<file path="src/rtl/lsu_ctrl.sv">
`default_nettype none
// ============================================================================
// Module   : lsu_ctrl
// Purpose  : Load/store unit controller. Accepts one decoded load or store
//            from the core, stalls the pipeline, runs a single request/grant
//            (and for loads, read-valid) handshake on the data bus, performs
//            byte-lane steering and load extension, and writes the load
//            result back to the register file. Bad encodings and bus
//            timeouts end in a one-cycle error pulse.
// Revision : 1.0 - initial release
// ----------------------------------------------------------------------------
// Parameters
//   TIMEOUT     max cycles spent in REQ plus WAIT before a bus error (1..255)
// Ports
//   clk, rst            core clock, asynchronous active-high reset
//   start, is_store     load/store valid (held while stall=1), store select
//   funct3, addr        access size/sign, effective byte address
//   wdata, rd           store data, load destination register
//   stall               freezes PC and instruction register
//   mem_req, mem_we     bus request, write strobe
//   mem_addr, mem_be    word-aligned address, byte lane enables
//   mem_wdata           lane-replicated store data
//   mem_gnt, mem_rvalid request accepted, read data valid
//   mem_rdata           read data
//   wb_wen/addr/data    register-file write port for loads
//   err, misalign       one-cycle error pulses
// Build option
//   LSU_MISALIGN_TRAP_EN  when defined, misaligned H/HU/W accesses trap
//                         (err and misalign pulse) instead of truncating the
//                         low address bits.
// ============================================================================
module lsu_ctrl #(
  parameter int unsigned TIMEOUT = 255
) (
  input  logic        clk,
  input  logic        rst,
  input  logic        start,
  input  logic        is_store,
  input  logic [2:0]  funct3,
  input  logic [31:0] addr,
  input  logic [31:0] wdata,
  input  logic [4:0]  rd,
  output logic        stall,
  output logic        mem_req,
  output logic        mem_we,
  output logic [31:0] mem_addr,
  output logic [3:0]  mem_be,
  output logic [31:0] mem_wdata,
  input  logic        mem_gnt,
  input  logic        mem_rvalid,
  input  logic [31:0] mem_rdata,
  output logic        wb_wen,
  output logic [4:0]  wb_addr,
  output logic [31:0] wb_data,
  output logic        err,
  output logic        misalign
);

  typedef enum logic [2:0] {
    S_IDLE = 3'd0,
    S_REQ  = 3'd1,
    S_WAIT = 3'd2,
    S_DONE = 3'd3,
    S_ERR  = 3'd4
  } state_t;

  // Last counter value at which the transaction may still complete.
  localparam logic [7:0] CNT_LAST = 8'(TIMEOUT - 1);

  state_t      state, state_nxt;
  logic [7:0]  cnt;
  logic        st_q;
  logic [2:0]  f3_q;
  logic [31:0] addr_q;
  logic [31:0] wdata_q;
  logic [4:0]  rd_q;
  logic [31:0] res_q;

  logic        bad_f3;
  logic        misal;
  logic        timeout;
  logic [3:0]  be;
  logic [31:0] wdata_rep;
  logic [7:0]  ld_byte;
  logic [15:0] ld_half;
  logic [31:0] ld_data;

  // 011/11x are never legal; 1xx is only legal as an unsigned load.
  assign bad_f3  = (f3_q[1:0] == 2'b11) || (f3_q[2] && (st_q || f3_q[1]));
  assign timeout = (cnt >= CNT_LAST);

`ifdef LSU_MISALIGN_TRAP_EN
  assign misal = ((f3_q[1:0] == 2'b01) && addr_q[0]) ||
                 ((f3_q[1:0] == 2'b10) && (addr_q[1:0] != 2'b00));
`else
  assign misal = 1'b0;
`endif

  // Lane enables and replicated store data; low address bits below the
  // access size are simply ignored when misalignment is not trapped.
  always_comb begin
    be        = 4'b1111;
    wdata_rep = wdata_q;
    case (f3_q[1:0])
      2'b00: begin
        be        = 4'b0001 << addr_q[1:0];
        wdata_rep = {4{wdata_q[7:0]}};
      end
      2'b01: begin
        be        = addr_q[1] ? 4'b1100 : 4'b0011;
        wdata_rep = {2{wdata_q[15:0]}};
      end
      default: begin
        be        = 4'b1111;
        wdata_rep = wdata_q;
      end
    endcase
  end

  // Lane select and sign/zero extension of the returned word.
  always_comb begin
    ld_byte = mem_rdata[8*addr_q[1:0] +: 8];
    ld_half = addr_q[1] ? mem_rdata[31:16] : mem_rdata[15:0];
    case (f3_q[1:0])
      2'b00:   ld_data = {{24{ld_byte[7] & ~f3_q[2]}}, ld_byte};
      2'b01:   ld_data = {{16{ld_half[15] & ~f3_q[2]}}, ld_half};
      default: ld_data = mem_rdata;
    endcase
  end

  always_ff @(posedge clk or posedge rst) begin
    if (rst) begin
      state <= S_IDLE;
    end else begin
      state <= state_nxt;
    end
  end

  always_ff @(posedge clk or posedge rst) begin
    if (rst) begin
      cnt     <= 8'd0;
      st_q    <= 1'b0;
      f3_q    <= 3'd0;
      addr_q  <= 32'd0;
      wdata_q <= 32'd0;
      rd_q    <= 5'd0;
      res_q   <= 32'd0;
    end else begin
      if (state == S_IDLE && start) begin
        st_q    <= is_store;
        f3_q    <= funct3;
        addr_q  <= addr;
        wdata_q <= wdata;
        rd_q    <= rd;
        cnt     <= 8'd0;
      end else if (state == S_REQ || state == S_WAIT) begin
        cnt <= cnt + 8'd1;
      end
      if (state == S_WAIT && mem_rvalid) begin
        res_q <= ld_data;
      end
    end
  end

  always_comb begin
    state_nxt = state;
    stall     = 1'b0;
    mem_req   = 1'b0;
    wb_wen    = 1'b0;
    wb_addr   = 5'd0;
    wb_data   = 32'd0;
    err       = 1'b0;
    misalign  = 1'b0;
    case (state)
      S_IDLE: begin
        // Gated by rst so the stall drops the instant reset is applied,
        // even while the core keeps start asserted.
        stall = start & ~rst;
        if (start) state_nxt = S_REQ;
      end
      S_REQ: begin
        stall = 1'b1;
        if (bad_f3 || misal) begin
          state_nxt = S_ERR;
        end else begin
          mem_req = 1'b1;
          if (mem_gnt)      state_nxt = st_q ? S_DONE : S_WAIT;
          else if (timeout) state_nxt = S_ERR;
        end
      end
      S_WAIT: begin
        stall = 1'b1;
        if (mem_rvalid)   state_nxt = S_DONE;
        else if (timeout) state_nxt = S_ERR;
      end
      S_DONE: begin
        state_nxt = S_IDLE;
        if (!st_q && rd_q != 5'd0) begin
          wb_wen  = 1'b1;
          wb_addr = rd_q;
          wb_data = res_q;
        end
      end
      S_ERR: begin
        state_nxt = S_IDLE;
        err       = 1'b1;
        misalign  = misal;
      end
      default: state_nxt = S_IDLE;
    endcase
  end

  // Bus attributes are only presented while a request is on the bus.
  assign mem_we    = mem_req & st_q;
  assign mem_addr  = mem_req ? {addr_q[31:2], 2'b00} : 32'd0;
  assign mem_be    = mem_req ? be : 4'd0;
  assign mem_wdata = (mem_req && st_q) ? wdata_rep : 32'd0;

endmodule
`default_nettype wire
</file>
<file path="config.mk">
export PLATFORM = sky130hd
export DESIGN_NAME = lsu_ctrl
export DESIGN_NICKNAME = d
export VERILOG_FILES = /design/src/rtl/lsu_ctrl.sv
export SDC_FILE = /design/constraint.sdc
export NUM_CORES = 1
export LEC_CHECK = 0
export CAP_MARGIN = 20
export CORE_MARGIN = 1
export CORE_UTILIZATION = 35
export CTS_BUF_LIST = sky130_fd_sc_hd__clkbuf_8 sky130_fd_sc_hd__clkbuf_16
export DETAILED_ROUTE_END_ITERATION = 10
export HOLD_SLACK_MARGIN = 0.06
export PLACE_DENSITY = 0.7
export SKIP_CTS_REPAIR_TIMING = 1
export SYNTH_ARGS = -nofsm -noshare
export SYNTH_HDL_FRONTEND = slang
export SYNTH_SLANG_ARGS = --single-unit
export TNS_END_PERCENT = 10
</file>
<file path="constraint.sdc">
create_clock -name clk -period 5.2 [get_ports clk]
set_input_delay 0.52 -clock clk [delete_from_list [all_inputs] [get_ports clk]]
set_output_delay 0.52 -clock clk [all_outputs]
set_load 0.05 [all_outputs]
</file>
After elaboration in Yosys (flattened, before gate mapping)
Index checks and enable logic that the tools add are counted.
W data, S select, Z words.
{ "classes": {"add_sub_neg": 1, "magnitude_cmp": 1, "n_eq_ne": 7, "shift": 2, "muxes": 27, "bitwise": 6, "n_reduce_logical": 14} }
{ "op_table": {"columns": ["operator", "count"], "rows": [
  ["$mux W32", 4],
  ["$pmux W32 S2", 2],
  ["$shiftx A32 B6 Y8", 1],
  ["$mux W16", 1],
  ["$mux W8", 2],
  ["$mux W3", 5],
  ["$mux W5", 2],
  ["$pmux W3 S3", 1],
  ["$add A8 B1 Y8 const B", 1],
  ["$ge A8 B8 Y1 const B", 1],
  ["$mux W4", 2],
  ["$pmux W4 S2", 1],
  ["$eq A3 B2 Y1 const B", 2],
  ["$mux W1", 6],
  ["$logic_and A1 B1 Y1", 5],
  ["$reduce_bool A5 Y1", 1],
  ["$and A1 B1 Y1", 4],
  ["$shl A1 B2 Y4 const A", 1],
  ["$eq A3 B1 Y1 const B", 1],
  ["$eq A3 B3 Y1 const B", 1],
  ["$logic_not A3 Y1", 1],
  ["$logic_or A1 B1 Y1", 3],
  ["$eq A2 B1 Y1 const B", 1],
  ["$eq A2 B2 Y1 const B", 1],
  ["7 further kinds", 8]
]} }
{ "totals": {"regBits": 116, "in_bits": 110, "out_inout_bits": 111, "word_cells": 66} }

Longest topological paths before layout
{ "depth": {"depth_word": 7, "depth_mapped": 7, "depth_no_buf": 6} }

Least setup slack after synthesis
Ideal clock, no wire load.
{ "synth_timing": {"kind": "input to output", "start": "in rst", "end": "out stall", "arrival_time_ns": 3.465, "required_ns": 4.680, "slack_ns": 1.215, "path_stages": 2, "path_buffers": 0, "cell_sequence": "inv_1 > a21o_1"} }
{ "synth_between": {"elab_chain_cells": 3} }
{ "synth_rtl": {"columns": ["item", "line_no", "text"], "rows": [
  ["start, declared", "36", "input logic rst,"],
  ["$not A1 Y1", "178", "stall = start & ~rst;"],
  ["$and A1 B1 Y1", "178", null],
  ["$pmux W1 S2", "174", "case (state)"],
  ["end, declared", "43", "output logic stall,"]
]} }
Every way passes these cells.

Final worst setup path
{ "layout_timing": {"start": "reg state[1]", "end": "out wb_data[13]"} }
{ "layout_between": {"elab_chain_cells": 2} }
{ "layout_rtl": {"columns": ["item", "line_no", "text"], "rows": [
  ["start, declared", "70", "state_t state, state_nxt;"],
  ["start signal, assigned", "135", "state <= state_nxt;"],
  ["$eq A3 B2 Y1", "174", null],
  ["$mux W32", "174", null],
  ["end, declared", "54", "output logic [31:0] wb_data,"]
]} }
Every way passes these cells.

==> metrics.txt <==
Die Width=134 um; Critical Path End=wb_data[13]; fin. max-slew vios=0; Worst slew margin=0.298; status=finished, final reports clean; most frequent cell after synthesis=dfrtp_1; clk_lat worst skew=420 ps; yosys synthesis warning count=0; Total Routing Usage GR=0.199; Cell Area, Synth=6140 sq um; Reg2Reg Setup Slack=2770 ps; dominant cells by area after synthesis=dfrtp_1 (47%), mux2_2 (14%), and2_1 (6.8%); Initial Util=0.356; worst r2r src=f3_q[1]; RSZ-0062 raised after global routing=false; I/O pin cnt=221; crit path kind=reg -> out; global-route wire length before repair=27500 um; share of layout cells above drive strength 1=0.171; setup TNS=0 ps; R2R cell count=5; max frequency=0.267 GHz; Area Growth Syn to Fin=47.6%; internal power=3280 uW; routed via count=5072; Fin. Hold Viols=0; Comb power frac=0.476; HPWL Detailed=11900 um; maximum root-to-sink buffer count=2; # diodes=0; Post-synth EDFFs=0; Yosys top cell by area=dfrtp_1; die footprint=18100 sq um; Yosys reg bits=116; Switch Pwr=2350 uW; capturing point of the worst reg2reg path=res_q[29]; hold slack=495 ps; routed wire length=17300 um; vias in the first global route=5070; Lkg Pwr=0.00366 uW; Max-Cap Viols=0; Clock Pin Slew Worst Setup and Hold Paths=60 ps; core footprint=17200 sq um; commonest cells in the netlist=dfrtp_1 (116), mux2_2 (79), nor2_1 (71); syn_area_per_cell=10.4 sq um; IO buf count=217; Yosys cell types=47; Routed Antenna Nets=0; endpoints failing setup=0; clock share of power=0.226; clock skew=11.8 ps; CP startpoint kind=flip-flop; post-synthesis instance total=592; Peak VDD IR=0.000395 V; Crit Path Max Fanout=33; arrival time worst endpoint=3230 ps; top_reg_cell synth=dfrtp_1; Final Cycle Share=0.721; Overflow after GRT=0; DRC violations left=0; CTS tree=done; sequential fraction of the synthesis area=0.473; Vias/cell=4.93; clock sink count=116; Avg WL per Cell=16.8 um; clk root buf=clkbuf_16; DR iter-0 viols=215; row count=48; largest net degree at the start of global routing=84; Tightest Pin Transition=1050 ps; Total Power Consumption=5630 uW; worst min-delay path class=reg -> reg; DRT Pass-1 Iters=4; data required time at the worst endpoint=4680 ps; final net count=902; cts bufs inserted=17; Critical Path End Type=output port; # H-tree levels=4; Async S/R FF share, synth=1.00; pwr/cell area=621 nW/um^2; initial antenna violation count=0; Critical path origin=state[1]; switching share of power=0.417; Yosys top cell area share=0.473; Final GP Congestion=0.790; fin crit period=3750 ps; sequential power share=0.298; Die Y=134 um
==> worst max-delay path, stage by stage, from the launching register on <==
cell and delay (ps):
dfrtp_1 560, nand2_1 120, nor3_2 270, o21a_1 790, and2_1 240, clkdlybuf4s50_1 810
==> flip-flops by register name, indices dropped and copies added (netlist names) <==
signal / count
cnt: 8
rd_q: 5
wdata_q: 32
addr_q: 32
f3_q: 3
st_q: 1
state: 3
res_q: 32
==> cells by family after synthesis <==
group | share of synthesized area
AND/OR/NAND/NOR | 0.185
flip-flops | 0.473
multiplexers | 0.174
AO/OA/AOI/OAI | 0.109
buffers and inverters | 0.0440
XOR/XNOR | 0.00998
adder cells (fa/ha/maj) | 0.00407
other | 0.000611
==> area by class of cell <==
cell class              count  area (sq um)
fillers                  1572          8170
multi-input cells         426          3000
flip-flops and latches    116          2900
repair buffers            223          2220
clock buffers              18           439
well taps                 225           282
clock inverters            14           200
inverters                   6          25.0
==> how the worst min path moves through the flow <==
stage | from | endpoint | slack, ps | cells past startpoint
final | addr_q[3] | addr_q[3] | 490 | 1
after global routing | addr_q[14] | addr_q[14] | 510 | 1
after detailed placement | addr_q[15] | addr_q[15] | 490 | 1
after floorplan | res_q[0] | res_q[0] | 470 | 1
after global placement | addr_q[27] | addr_q[27] | 480 | 1
after CTS | addr_q[22] | addr_q[22] | 500 | 1
==> power by group through the flow <==
stage               Combinational [uW]  Clock (uW)  Sequential, uW
global route                      2880        1340            1750
global placement                  2680           0            1680
detailed placement                2700           0            1690
finish                            2680        1270            1680
floorplan                         2070           0            1540
CTS                               2710        1300            1680
==> per-layer routing <==
metal / share of wire / GRT usage / wire, um / up-vias
met5: 0 / 0 / 0 / -
met4: 0.014 / 0.0624 / 244 / 0
met3: 0.089 / 0.0736 / 1550 / 20
met2: 0.45 / 0.311 / 7840 / 199
met1: 0.44 / 0.254 / 7670 / 2406
li1: - / - / - / 2447
==> cells in the final DEF, fill, tap and decap left out, types with 10 or more instances in the layout <==
cell,netlist,routed
a21oi_1,29,29
a21oi_2,10,10
and2_1,67,67
clkbuf_16,0,17
clkdlybuf4s50_1,0,217
dfrtp_1,116,115
mux2_2,79,79
mux2i_1,18,18
nand2_1,46,46
nor2_1,71,71
==> metrics by stage <==
step	cell area, sq um	worst slack, ps	instances	util
final	9060	1450	1028	0.526
after global placement	8420	1890	996	0.489
after floorplan	6150	1220	594	-
after detailed placement	8420	1850	996	0.489
after CTS	9060	1410	1028	0.526
after global routing	9060	1240	1028	0.526
(Power assumes the default switching activity.)
